`src/rtl/cursor_overlay_pipe_pkg.sv`:
```
`default_nettype none
// ============================================================================
//  Module      : cursor_pkg
//  Description : Shared types and defaults for the cursor overlay pipeline:
//                committed cursor modes, per-pixel sprite codes and the
//                default outline/fill colours.
//  Revision    : 1.0  initial release
// ============================================================================
package cursor_pkg;

    typedef enum logic [1:0] {
        MODE_ARROW  = 2'd0,
        MODE_SCOPE  = 2'd1,
        MODE_HIDDEN = 2'd2
    } mode_t;

    typedef enum logic [1:0] {
        PIX_TRANSP = 2'd0,
        PIX_EDGE   = 2'd1,
        PIX_FILL   = 2'd2
    } pix_code_t;

    localparam logic [11:0] C_DEF_COL_EDGE = 12'h000;
    localparam logic [11:0] C_DEF_COL_FILL = 12'hFFF;

endpackage
`default_nettype wire

```
`src/rtl/cursor_overlay_pipe_if.sv`:
```
`default_nettype none
// ============================================================================
//  Module      : cursor_overlay_pipe_if
//  Description : VGA pixel-stream bundle (counters, sync, blanking, colour).
//                master = producer of the stream, slave = consumer.
//  Revision    : 1.0  initial release
// ============================================================================
interface cursor_overlay_pipe_if #(
    parameter int RGB_W = 12
);
    logic [10:0]      hcount;
    logic [9:0]       vcount;
    logic             hsync;
    logic             vsync;
    logic             hblnk;
    logic             vblnk;
    logic [RGB_W-1:0] rgb;

    modport master (output hcount, vcount, hsync, vsync, hblnk, vblnk, rgb);
    modport slave  (input  hcount, vcount, hsync, vsync, hblnk, vblnk, rgb);
endinterface
`default_nettype wire

```
`src/rtl/cursor_overlay_pipe_arrow_rom.sv`:
```
`default_nettype none
// ============================================================================
//  Module      : cursor_arrow_rom
//  Description : Combinational arrow-sprite lookup. Returns the pixel code
//                (transparent / outline / fill) for sprite coordinate (x,y),
//                hotspot at the top-left corner.
//  Ports       : i_x, i_y  sprite column / row
//                o_code    pixel code
//  Revision    : 1.0  initial release
// ============================================================================
module cursor_arrow_rom
    import cursor_pkg::*;
#(
    parameter int ARROW_W = 12,
    parameter int ARROW_H = 18,
    parameter int XW      = $clog2(ARROW_W),
    parameter int YW      = $clog2(ARROW_H)
) (
    input  logic [XW-1:0] i_x,
    input  logic [YW-1:0] i_y,
    output pix_code_t     o_code
);

    // Art is stored as text rows: 'X' outline, 'o' fill, '.' transparent.
    localparam int C_ART_W = 12;
    localparam int C_ART_H = 18;
    localparam logic [C_ART_W*8-1:0] C_ART [C_ART_H] = '{
        "X...........",
        "XX..........",
        "XoX.........",
        "XooX........",
        "XoooX.......",
        "XooooX......",
        "XoooooX.....",
        "XooooooX....",
        "XoooooooX...",
        "XooooooooX..",
        "XoooooooooX.",
        "XooooooXXXXX",
        "XoooXooX....",
        "XooX.XooX...",
        "XoX..XooX...",
        "XX....XooX..",
        "X.....XooX..",
        ".......XX..."
    };

    logic [C_ART_W*8-1:0] w_row;
    logic [7:0]           w_chr;

    always_comb begin
        w_row = '0;
        w_chr = 8'h2E;
        for (int r = 0; r < C_ART_H; r++) begin
            if (32'(i_y) == r) w_row = C_ART[r];
        end
        for (int c = 0; c < C_ART_W; c++) begin
            if (32'(i_x) == c) w_chr = w_row[(C_ART_W-1-c)*8 +: 8];
        end
        // Sprite sizes beyond the stored art read as transparent.
        if (32'(i_x) >= ARROW_W || 32'(i_y) >= ARROW_H) w_chr = 8'h2E;
        o_code = PIX_TRANSP;
        if (w_chr == "X")      o_code = PIX_EDGE;
        else if (w_chr == "o") o_code = PIX_FILL;
    end

endmodule
`default_nettype wire

```
`src/rtl/cursor_overlay_pipe.sv`:
```
`default_nettype none
// ============================================================================
//  Module      : cursor_overlay_pipe
//  Description : Mouse-cursor overlay stage of the VGA pipeline. Draws an
//                arrow, a scope crosshair or nothing at the cursor position
//                latched at frame start. Fixed 2-cycle latency on all outputs.
//  Ports       : clk, rst_n          pixel clock, async active-low reset
//                i_xpos, i_ypos      cursor position (clk domain)
//                i_scope_req         request crosshair mode
//                i_hide_req          request hidden cursor (wins over scope)
//                i_vid               upstream pixel stream
//                o_vid               overlaid pixel stream, delayed 2 clk
//                o_mode              committed mode
//  Revision    : 1.0  initial release
// ============================================================================
module cursor_overlay_pipe
    import cursor_pkg::*;
#(
    parameter int               RGB_W      = 12,
    parameter int               ARROW_W    = 12,
    parameter int               ARROW_H    = 18,
    parameter int               SCOPE_ARM  = 4,
    parameter int               SCOPE_GAP  = 1,
    parameter int               SCOPE_XLIM = 768,
    parameter logic [RGB_W-1:0] COL_EDGE   = C_DEF_COL_EDGE,
    parameter logic [RGB_W-1:0] COL_FILL   = C_DEF_COL_FILL
) (
    input  logic                   clk,
    input  logic                   rst_n,
    input  logic [11:0]            i_xpos,
    input  logic [11:0]            i_ypos,
    input  logic                   i_scope_req,
    input  logic                   i_hide_req,
    cursor_overlay_pipe_if.slave   i_vid,
    cursor_overlay_pipe_if.master  o_vid,
    output logic [1:0]             o_mode
);

    localparam int C_AXW = $clog2(ARROW_W);
    localparam int C_AYW = $clog2(ARROW_H);

    // ---------------- frame-start commit ----------------
    mode_t       r_mode;
    logic [11:0] r_x_lat;
    logic [11:0] r_y_lat;
    logic        r_vsync_d;
    logic        w_frame_start;

    assign w_frame_start = i_vid.vsync & ~r_vsync_d;

    always_ff @(posedge clk or negedge rst_n) begin
        if (!rst_n) begin
            r_mode    <= MODE_ARROW;
            r_x_lat   <= '0;
            r_y_lat   <= '0;
            r_vsync_d <= 1'b0;
        end else begin
            r_vsync_d <= i_vid.vsync;
            if (w_frame_start) begin
                r_x_lat <= i_xpos;
                r_y_lat <= i_ypos;
                if (i_hide_req)
                    r_mode <= MODE_HIDDEN;
                else if (i_scope_req && (32'(i_xpos) < SCOPE_XLIM))
                    r_mode <= MODE_SCOPE;
                else
                    r_mode <= MODE_ARROW;
            end
        end
    end

    assign o_mode = r_mode;

    // ---------------- stage 1 / stage 2 registers ----------------
    // Offsets are 13-bit two's complement so a cursor far right/bottom never
    // wraps back onto low screen coordinates.
    logic [12:0]      r_dx;
    logic [12:0]      r_dy;
    logic [RGB_W-1:0] r_rgb_d1;
    logic [10:0]      r_hcnt_d1;
    logic [9:0]       r_vcnt_d1;
    logic             r_hs_d1, r_vs_d1, r_hb_d1, r_vb_d1;

    pix_code_t        w_rom_code;
    pix_code_t        w_code;
    logic [12:0]      w_adx;
    logic [12:0]      w_ady;
    logic             w_dx_zero, w_dy_zero, w_adx_arm, w_ady_arm;
    logic [RGB_W-1:0] w_rgb_px;

    cursor_arrow_rom #(
        .ARROW_W (ARROW_W),
        .ARROW_H (ARROW_H)
    ) u_rom (
        .i_x    (r_dx[C_AXW-1:0]),
        .i_y    (r_dy[C_AYW-1:0]),
        .o_code (w_rom_code)
    );

    always_comb begin
        w_adx     = r_dx[12] ? (13'd0 - r_dx) : r_dx;
        w_ady     = r_dy[12] ? (13'd0 - r_dy) : r_dy;
        w_dx_zero = (r_dx == 13'd0);
        w_dy_zero = (r_dy == 13'd0);
        w_adx_arm = (32'(w_adx) > SCOPE_GAP) && (32'(w_adx) <= SCOPE_ARM);
        w_ady_arm = (32'(w_ady) > SCOPE_GAP) && (32'(w_ady) <= SCOPE_ARM);
        w_code    = PIX_TRANSP;
        case (r_mode)
            MODE_ARROW: begin
                if (!r_dx[12] && (32'(r_dx[11:0]) < ARROW_W) &&
                    !r_dy[12] && (32'(r_dy[11:0]) < ARROW_H))
                    w_code = w_rom_code;
            end
            MODE_SCOPE: begin
                if ((w_dx_zero && w_dy_zero) || (w_dy_zero && w_adx_arm) ||
                    (w_dx_zero && w_ady_arm))
                    w_code = PIX_EDGE;
            end
            default: w_code = PIX_TRANSP;
        endcase
        w_rgb_px = r_rgb_d1;
        if (!(r_hb_d1 | r_vb_d1)) begin
            if (w_code == PIX_EDGE)      w_rgb_px = COL_EDGE;
            else if (w_code == PIX_FILL) w_rgb_px = COL_FILL;
        end
    end

    always_ff @(posedge clk or negedge rst_n) begin
        if (!rst_n) begin
            r_dx         <= '0;
            r_dy         <= '0;
            r_rgb_d1     <= '0;
            r_hcnt_d1    <= '0;
            r_vcnt_d1    <= '0;
            r_hs_d1      <= 1'b0;
            r_vs_d1      <= 1'b0;
            r_hb_d1      <= 1'b0;
            r_vb_d1      <= 1'b0;
            o_vid.hcount <= '0;
            o_vid.vcount <= '0;
            o_vid.hsync  <= 1'b0;
            o_vid.vsync  <= 1'b0;
            o_vid.hblnk  <= 1'b0;
            o_vid.vblnk  <= 1'b0;
            o_vid.rgb    <= '0;
        end else begin
            r_dx         <= {2'b00, i_vid.hcount} - {1'b0, r_x_lat};
            r_dy         <= {3'b000, i_vid.vcount} - {1'b0, r_y_lat};
            r_rgb_d1     <= i_vid.rgb;
            r_hcnt_d1    <= i_vid.hcount;
            r_vcnt_d1    <= i_vid.vcount;
            r_hs_d1      <= i_vid.hsync;
            r_vs_d1      <= i_vid.vsync;
            r_hb_d1      <= i_vid.hblnk;
            r_vb_d1      <= i_vid.vblnk;
            o_vid.hcount <= r_hcnt_d1;
            o_vid.vcount <= r_vcnt_d1;
            o_vid.hsync  <= r_hs_d1;
            o_vid.vsync  <= r_vs_d1;
            o_vid.hblnk  <= r_hb_d1;
            o_vid.vblnk  <= r_vb_d1;
            o_vid.rgb    <= w_rgb_px;
        end
    end

endmodule
`default_nettype wire
```
`src/flat_wrapper.sv`:
```
// flat-port wrapper written by rule: the top's interface ports become plain ports
module cursor_overlay_pipe_flat import cursor_pkg::*;
#(
    parameter int               RGB_W      = 12,
    parameter int               ARROW_W    = 12,
    parameter int               ARROW_H    = 18,
    parameter int               SCOPE_ARM  = 4,
    parameter int               SCOPE_GAP  = 1,
    parameter int               SCOPE_XLIM = 768,
    parameter logic [RGB_W-1:0] COL_EDGE   = C_DEF_COL_EDGE,
    parameter logic [RGB_W-1:0] COL_FILL   = C_DEF_COL_FILL
)
  (clk, rst_n, i_xpos, i_ypos, i_scope_req, i_hide_req, o_mode, i_vid_hcount, i_vid_vcount, i_vid_hsync, i_vid_vsync, i_vid_hblnk, i_vid_vblnk, i_vid_rgb, o_vid_hcount, o_vid_vcount, o_vid_hsync, o_vid_vsync, o_vid_hblnk, o_vid_vblnk, o_vid_rgb);
  cursor_overlay_pipe_if #(.RGB_W(RGB_W)) i_vid_i ();
  cursor_overlay_pipe_if #(.RGB_W(RGB_W)) o_vid_i ();
  input  logic clk;
  input  logic rst_n;
  input  logic [11:0] i_xpos;
  input  logic [11:0] i_ypos;
  input  logic i_scope_req;
  input  logic i_hide_req;
  output logic [1:0] o_mode;
  input wire logic [$bits(i_vid_i.hcount)-1:0] i_vid_hcount;
  input wire logic [$bits(i_vid_i.vcount)-1:0] i_vid_vcount;
  input wire logic [$bits(i_vid_i.hsync)-1:0] i_vid_hsync;
  input wire logic [$bits(i_vid_i.vsync)-1:0] i_vid_vsync;
  input wire logic [$bits(i_vid_i.hblnk)-1:0] i_vid_hblnk;
  input wire logic [$bits(i_vid_i.vblnk)-1:0] i_vid_vblnk;
  input wire logic [$bits(i_vid_i.rgb)-1:0] i_vid_rgb;
  output wire logic [$bits(o_vid_i.hcount)-1:0] o_vid_hcount;
  output wire logic [$bits(o_vid_i.vcount)-1:0] o_vid_vcount;
  output wire logic [$bits(o_vid_i.hsync)-1:0] o_vid_hsync;
  output wire logic [$bits(o_vid_i.vsync)-1:0] o_vid_vsync;
  output wire logic [$bits(o_vid_i.hblnk)-1:0] o_vid_hblnk;
  output wire logic [$bits(o_vid_i.vblnk)-1:0] o_vid_vblnk;
  output wire logic [$bits(o_vid_i.rgb)-1:0] o_vid_rgb;
  assign i_vid_i.hcount = i_vid_hcount;
  assign i_vid_i.vcount = i_vid_vcount;
  assign i_vid_i.hsync = i_vid_hsync;
  assign i_vid_i.vsync = i_vid_vsync;
  assign i_vid_i.hblnk = i_vid_hblnk;
  assign i_vid_i.vblnk = i_vid_vblnk;
  assign i_vid_i.rgb = i_vid_rgb;
  assign o_vid_hcount = o_vid_i.hcount;
  assign o_vid_vcount = o_vid_i.vcount;
  assign o_vid_hsync = o_vid_i.hsync;
  assign o_vid_vsync = o_vid_i.vsync;
  assign o_vid_hblnk = o_vid_i.hblnk;
  assign o_vid_vblnk = o_vid_i.vblnk;
  assign o_vid_rgb = o_vid_i.rgb;
  cursor_overlay_pipe #(.RGB_W(RGB_W), .ARROW_W(ARROW_W), .ARROW_H(ARROW_H), .SCOPE_ARM(SCOPE_ARM), .SCOPE_GAP(SCOPE_GAP), .SCOPE_XLIM(SCOPE_XLIM), .COL_EDGE(COL_EDGE), .COL_FILL(COL_FILL)) u_core (.clk(clk), .rst_n(rst_n), .i_xpos(i_xpos), .i_ypos(i_ypos), .i_scope_req(i_scope_req), .i_hide_req(i_hide_req), .i_vid(i_vid_i), .o_vid(o_vid_i), .o_mode(o_mode));
endmodule
```
`config.mk`:
```
export PLATFORM = sky130hd
export DESIGN_NAME = cursor_overlay_pipe_flat
export DESIGN_NICKNAME = d
export VERILOG_FILES = /design/src/rtl/cursor_overlay_pipe_pkg.sv /design/src/rtl/cursor_overlay_pipe_if.sv /design/src/rtl/cursor_overlay_pipe_arrow_rom.sv /design/src/rtl/cursor_overlay_pipe.sv /design/src/flat_wrapper.sv
export SDC_FILE = /design/constraint.sdc
export NUM_CORES = 1
export LEC_CHECK = 0
export BUFFER_PORTS_ARGS = -buffer_cell sky130_fd_sc_hd__buf_4
export CAP_MARGIN = 20
export CORE_ASPECT_RATIO = 0.7
export CORE_MARGIN = 5
export CORE_UTILIZATION = 61
export CTS_CLUSTER_SIZE = 40
export DETAILED_ROUTE_END_ITERATION = 7
export GPL_TIMING_DRIVEN = 0
export PLACE_DENSITY = 0.82
export SYNTH_ARGS = -nofsm -noshare
export SYNTH_HDL_FRONTEND = slang
export SYNTH_HIERARCHICAL = 1
export SYNTH_SLANG_ARGS = --single-unit
export TNS_END_PERCENT = 1
```
`constraint.sdc`:
```
create_clock -name clk -period 8.3 [get_ports clk]
set_input_delay 0.83 -clock clk [delete_from_list [all_inputs] [get_ports clk]]
set_output_delay 0.83 -clock clk [all_outputs]
set_load 0.01 [all_outputs]
```
==> impl_metrics.csv, run 1 <==
group,metric,value,unit
hold_path,hold_class,"in -> async",
route,first_iter_violations,774,
cells_and_area,diodes,0,
yosys,synth_edf_count,0,
route,vias_per_cell,6.10,
global_route,antenna_found_initial,0,
cells_and_area,fillers,655,
timing,setup_tns,0,ns
critical_path,crit_buf_inv,2,
critical_path,worstSetupEndpoint,"u_core/o_vid.rgb[5]",
clock_tree,cts_buffers,17,
placed_design,numPortBuffers,103,
timing,clock_skew,0.00869,ns
route,final_antenna_net_count,0,
yosys,netlist_area,6380,um^2
global_route,grt_pass1_wl,26.2,mm
route,num_vias,5567,
timing,relSlewSlack,51.3,%
die,start_util,62.1,%
yosys,synth_flop_cell,"dfrtp_1",
critical_path,crit_chain,"inv_1 > or3_4 > a2111oi_4 > a211o_1 > o211ai_1 > a31oi_1 > or4b_4 > buf_2 > nand2_1 > o21ai_2",
yosys,ys_warn_count,6,
cells_and_area,layout.nets,861,
power_and_ir_drop,p_leak,0.00355,uW
clock_tree,clockBufferDepth,2,
global_route,grt_max_degree,84,
critical_path,regToRegSetupSlack,5.04,ns
critical_path,critPathLaunch,"u_core/r_dx[3]",
clock_tree,clk_pin_slew,0.06,ns
critical_path,critPathArrivalTime,3.56,ns
clock_tree,clockRootBuffer,"clkbuf_16",
placed_design,place_hpwl,11.1,mm
die,die_y,95.6,um
yosys,synth_area_leaders,"dfrtp_1 49%, ha_1 4.9%, a21oi_1 3.8%",
timing,fin_crit,3.26,ns
yosys,ys_types,74,
power_and_ir_drop,ir_worst_vdd,0.178,mV
critical_path,cp_slowest_cell,"dfrtp_1",
timing,worst_pin_slew,0.731,ns
clock_tree,postCtsSetupBuffers,0,
timing,fin_ws,5.04,ns
die,die_area,12600,um^2
clock_tree,ctsHoldBuffers,0,
route,postRouteWirelength,15.8,mm
critical_path,path_max_fanout,15,
critical_path,end_kind,"flop",
die,core,10300,um^2
job,cap_violations,0,
clock_tree,clkLatencyLatePin,0.41,ns
route,drt_first_pass_iters,6,
timing,slew_violations,0,
power_and_ir_drop,power.density,266,nW/um^2
clock_tree,cts_sinks,126,
clock_tree,cts_tree,"done",
yosys,synth_top_area_share,49.4,%
timing,rsz0062_at_grt,"false",
global_route,track_usage,25.6,%
cells_and_area,drive_above_1_share,23.7,%
critical_path,critical_path_class,"reg -> reg",
route,wl_per_cell,17.3,um
yosys,seq_area_frac_synth,49.4,%
critical_path,cp_top_family,"simple AND/OR/NAND/NOR gates",
yosys,synth_seq_cells,126,
critical_path,cp.required,8.60,ns
cells_and_area,stdcell_count,913,
critical_path,crit_cells,10,
die,io_pins,104,
placed_design,dp_slack,5.16,ns
yosys,synth_fp_nets,738,
global_route,gr-total-overflow,0,
die,row_count,31,
timing,hold_violations,0,
timing,period_share,39.3,%
route,drc_errors,0,
cells_and_area,area_delta_synth_final,24.3,%
clock_tree,cts_htree_levels,4,
timing,max_freq,0.307,GHz
critical_path,reg2reg_to,"u_core/o_vid.rgb[5]",
yosys,ys_async_sr_fraction,100,%
yosys,synth_top_cell_by_area,"dfrtp_1",
power_and_ir_drop,power,2110,uW
critical_path,r2r_start,"u_core/r_dx[3]",
global_route,grt_pass1_vias,5538,
die,die_w,132,um
critical_path,rr_worst_depth,10,
cells_and_area,final_cell_mix,"126 x dfrtp_1, 102 x buf_4, 59 x nand2_1",
placed_design,gp_congestion,0.981,
run_status,outcome,"completed",
timing,setup_viol,0,
clock_tree,ctsResizeCount,0,
yosys,syn_inst,646,
cells_and_area,final_common_cell,"dfrtp_1",
placed_design,dp_cells,882,
critical_path,cpPeakStageDelay,0.71,ns
yosys,synth_area_per_cell,9.88,um^2
critical_path,cp-start-kind,"flop",
-- cell type report --
type	instances	area (um^2)	area share, %
inverters	47	176	2.22
well taps	132	165	2.08
plain buffers	30	161	2.03
clock buffers	22	474	5.97
multi-input cells	443	2890	36.4
clock inverters	9	110	1.39
repair buffers	104	805	10.1
flip-flops and latches	126	3150	39.7
-- cells in the mapped netlist, types with 14 or more instances --
cell type	instances
nor2_1	45
dfrtp_1	126
a21oi_1	48
ha_1	25
o21ai_0	42
nor3_1	16
nor2b_1	14
inv_1	47
buf_2	14
nand3_1	14
nand2_1	59
-- cell families (layout without fill, tap and decap cells) --
family / after synthesis / after routing / share of synthesized area [%]
AO/OA/AOI/OAI: 180 / 180 / 18.5
XOR/XNOR: 17 / 17 / 2.33
adder cells (fa/ha/maj): 27 / 27 / 5.53
buffers and inverters: 77 / 212 / 5.29
flip-flops: 126 / 126 / 49.4
multiplexers: 6 / 6 / 1.06
AND/OR/NAND/NOR: 213 / 213 / 17.9
-- where the power goes --
group | internal, uW | total [uW] | switching (uW)
Sequential | 690 | 782 | 92.1
Clock | 464 | 727 | 263
Combinational | 252 | 600 | 349
Total | 1410 | 2110 | 703
-- worst reg2reg max path, cell delays in order, from the launching register on --
cell	delay, ns
dfrtp_1	0.71
inv_1	0.27
or3_4	0.47
a2111oi_4	0.35
a211o_1	0.16
o211ai_1	0.09
a31oi_1	0.24
or4b_4	0.50
buf_2	0.20
nand2_1	0.11
o21ai_2	0.05
-- worst min path at each step --
stage,start,to,slack [ns]
2_1_floorplan,u_core/r_hcnt_d1[0],u_core/o_vid.hcount[0],0.33
3_3_place_gp,u_core/r_vcnt_d1[4],u_core/o_vid.vcount[4],0.33
3_5_place_dp,u_core/r_hcnt_d1[10],u_core/o_vid.hcount[10],0.33
4_1_cts,rst_n,u_core/r_vcnt_d1[8],0.34
5_1_grt,u_core/r_vcnt_d1[1],u_core/o_vid.vcount[1],0.35
6_report,rst_n,u_core/r_vcnt_d1[8],0.34
-- registers in the layout, indices dropped and copies added, names as in the netlist --
signal               flops
u_core/o_mode            2
u_core/o_vid.hblnk       1
u_core/o_vid.hcount     11
u_core/o_vid.hsync       1
u_core/o_vid.rgb        12
u_core/o_vid.vblnk       1
u_core/o_vid.vcount     10
u_core/o_vid.vsync       1
u_core/r_dx             13
u_core/r_dy             13
u_core/r_hb_d1           1
u_core/r_hcnt_d1        11
u_core/r_hs_d1           1
u_core/r_rgb_d1         12
u_core/r_vb_d1           1
u_core/r_vcnt_d1        10
u_core/r_vs_d1           1
u_core/r_x_lat          12
u_core/r_y_lat          12
-- through the flow --
stage          cell area (um^2)  hold slack, ns  utilization, %
2_1_floorplan              6380           0.331               -
3_3_place_gp               7320           0.332            71.2
3_5_place_dp               7350           0.335            71.5
4_1_cts                    7940           0.344            77.2
5_1_grt                    7940           0.352            77.2
6_report                   7940           0.339            77.2
-- routing by layer --
metal | track usage (%) | up-vias | wire [um]
li1 | - | 2543 | -
met1 | 33.4 | 2658 | 6460
met2 | 41.9 | 322 | 7620
met3 | 5.49 | 44 | 1390
met4 | 11.5 | 0 | 329
met5 | 0 | - | 0
Note: power is estimated with default switching activity, not from simulation.
==> run 2, diff against run 1 <==
--- a/config.mk
+++ b/config.mk
@@ -9,11 +9,11 @@
 export CAP_MARGIN = 20
 export CORE_ASPECT_RATIO = 0.7
 export CORE_MARGIN = 5
-export CORE_UTILIZATION = 61
+export CORE_UTILIZATION = 51
 export CTS_CLUSTER_SIZE = 40
 export DETAILED_ROUTE_END_ITERATION = 7
 export GPL_TIMING_DRIVEN = 0
-export PLACE_DENSITY = 0.82
+export PLACE_DENSITY = 0.73
 export SYNTH_ARGS = -nofsm -noshare
 export SYNTH_HDL_FRONTEND = slang
 export SYNTH_HIERARCHICAL = 1
==> constraint.sdc (replaced) <==
create_clock -name clk -period 2.7 [get_ports clk]
set_input_delay 0.27 -clock clk [delete_from_list [all_inputs] [get_ports clk]]
set_output_delay 0.27 -clock clk [all_outputs]
set_load 0.01 [all_outputs]
==> impl_metrics.csv, run 2 (synthesis results as in run 1) <==
group,metric,value,unit
cells_and_area,layout.nets,914,
placed_design,place_hpwl,11.0,mm
critical_path,critPathLaunch,"u_core/r_dx[0]",
global_route,grt_pass1_wl,27.9,mm
route,drc_errors,0,
die,row_count,34,
clock_tree,clkLatencyLatePin,0.41,ns
global_route,grt_pass1_vias,5684,
global_route,grt_max_degree,72,
route,drt_first_pass_iters,5,
die,core,12300,um^2
power_and_ir_drop,ir_worst_vdd,0.585,mV
critical_path,r2r_start,"u_core/r_dx[0]",
timing,rsz0062_at_grt,"true",
clock_tree,cts_tree,"done",
global_route,antenna_found_initial,0,
cells_and_area,fillers,940,
critical_path,cp-start-kind,"flop",
cells_and_area,multi_input_area,2960,um^2
route,postRouteWirelength,16.6,mm
hold_path,hold_start,"i_xpos[2]",
critical_path,critPathArrivalTime,3.07,ns
die,die_y,104,um
critical_path,end_kind,"flop",
route,vias_per_cell,5.59,
cells_and_area,area_delta_synth_final,34.8,%
timing,slew_violations,0,
critical_path,cp.required,2.99,ns
placed_design,dp_slack,-0.344,ns
timing,fin_crit,2.77,ns
placed_design,numPortBuffers,103,
clock_tree,cts_htree_levels,4,
timing,period_share,103,%
critical_path,critical_path_class,"reg -> reg",
route,wl_per_cell,16.6,um
timing,clock_skew,0.0102,ns
cells_and_area,seqCellArea,3160,um^2
critical_path,cp_slowest_cell,"or4b_4",
timing,setup_viol,10,
placed_design,dp_cells,912,
timing,relSlewSlack,45.1,%
power_and_ir_drop,p_leak,0.00383,uW
power_and_ir_drop,power.density,797,nW/um^2
timing,hold_violations,0,
route,final_antenna_net_count,0,
cells_and_area,drive_above_1_share,26.7,%
timing,fin_ws,-0.0744,ns
timing,max_freq,0.360,GHz
timing,worst_pin_slew,0.823,ns
hold_path,hold_class,"in -> reg",
die,io_pins,104,
cells_and_area,final_cell_mix,"122 x buf_4, 120 x dfrtp_1, 58 x nand2_1",
run_status,outcome,"finished with violations",
clock_tree,cts_buffers,17,
critical_path,crit_path_frequent_cell,"or4b_4",
die,start_util,51.7,%
global_route,gr-total-overflow,0,
cells_and_area,reg_top3,"u_core/r_dx (13), u_core/r_dy (13)",
critical_path,crit_chain,"or4b_4 > a211oi_2 > a21oi_1 > a2bb2oi_1 > or3_4 > a31oi_4 > or4b_4 > buf_6 > nand2_1 > o21ai_2",
clock_tree,clk_pin_slew,0.06,ns
global_route,track_usage,23.0,%
cells_and_area,final_common_cell,"buf_4",
die,die_w,144,um
run_status,violations,"setup timing",
clock_tree,clockBufferDepth,2,
clock_tree,cts_sinks,126,
job,cap_violations,0,
critical_path,cpPeakStageDelay,0.54,ns
cells_and_area,stdcell_count,997,
cells_and_area,diodes,0,
route,num_vias,5574,
die,die_area,14900,um^2
critical_path,path_max_fanout,10,
clock_tree,clockRootBuffer,"clkbuf_16",
route,first_iter_violations,383,
placed_design,gp_congestion,0.877,
-- run 2: worst max-delay path: cells and delay by family, from the launching register on --
family / cells / cell delay (ns)
and+or+nand+nor: 4 / 1.47
DFF: 1 / 0.42
buffers and inverters: 1 / 0.16
AOI/OAI and AO/OA: 5 / 0.62
-- run 2: layout make-up --
| class | instances | share of cell area (%) |
|---|---|---|
| multi-input combinational | 443 | 34.4 |
| tap | 162 | 2.36 |
| clock buffer | 18 | 5.10 |
| inverter | 47 | 2.05 |
| timing repair buffer | 157 | 15.1 |
| sequential | 126 | 36.7 |
| buffer | 30 | 2.24 |
| clock inverter | 14 | 2.07 |
-- run 2: layer usage --
metal / vias to the layer above / GRT usage (%) / wire [um]
met5: - / 0 / 0
met4: 0 / 4.97 / 210
met3: 27 / 5.85 / 1060
met2: 208 / 36.9 / 8020
met1: 2684 / 31.6 / 7310
li1: 2655 / - / -
-- run 2: repair_timing --
action | CTS | global route
buffers inserted | 8 | 7
hold buffers | 38 | 0
cloned | 0 | 0
resized for setup | 16 | 23
pin swaps | 1 | 4
endpoints found under the hold margin | 92 | 0
setup endpoints to repair | 12 | 14
-- run 2: path summary, 6_finish.rpt --
path,endpoint,slack [ns],depth (start not counted)
hold reg to reg,u_core/o_vid.vcount[2],0.35,0
setup / recovery,u_core/o_vid.rgb[4],-0.07,10
hold / removal,u_core/r_x_lat[2],0.06,3
min in group asynchronous,u_core/r_vcnt_d1[9],0.38,2
setup reg to reg,u_core/o_vid.rgb[4],-0.07,10
max in group asynchronous,u_core/r_dy[0],1.59,3
-- run 2: power by group --
group	internal [uW]	leakage (uW)	switching, uW
clock network	1500	0.000308	887
registers	2130	0.00146	235
logic	929	0.00206	1180
-- run 2: through the flow --
| step | utilization (%) | power, uW | hold slack, ns | cell area [um^2] | setup TNS, ns |
|---|---|---|---|---|---|
| floorplan | - | 3650 | -0.0256 | 6380 | 0 |
| global placement | 59.7 | 4150 | 0.331 | 7360 | -3.01 |
| detailed placement | 59.9 | 4210 | 0.261 | 7390 | -3.61 |
| CTS | 68.8 | 6760 | 0.0448 | 8490 | -1.02 |
| global route | 69.7 | 7230 | 0.0450 | 8600 | -1.57 |
| finish | 69.7 | 6860 | 0.0604 | 8600 | -0.647 |
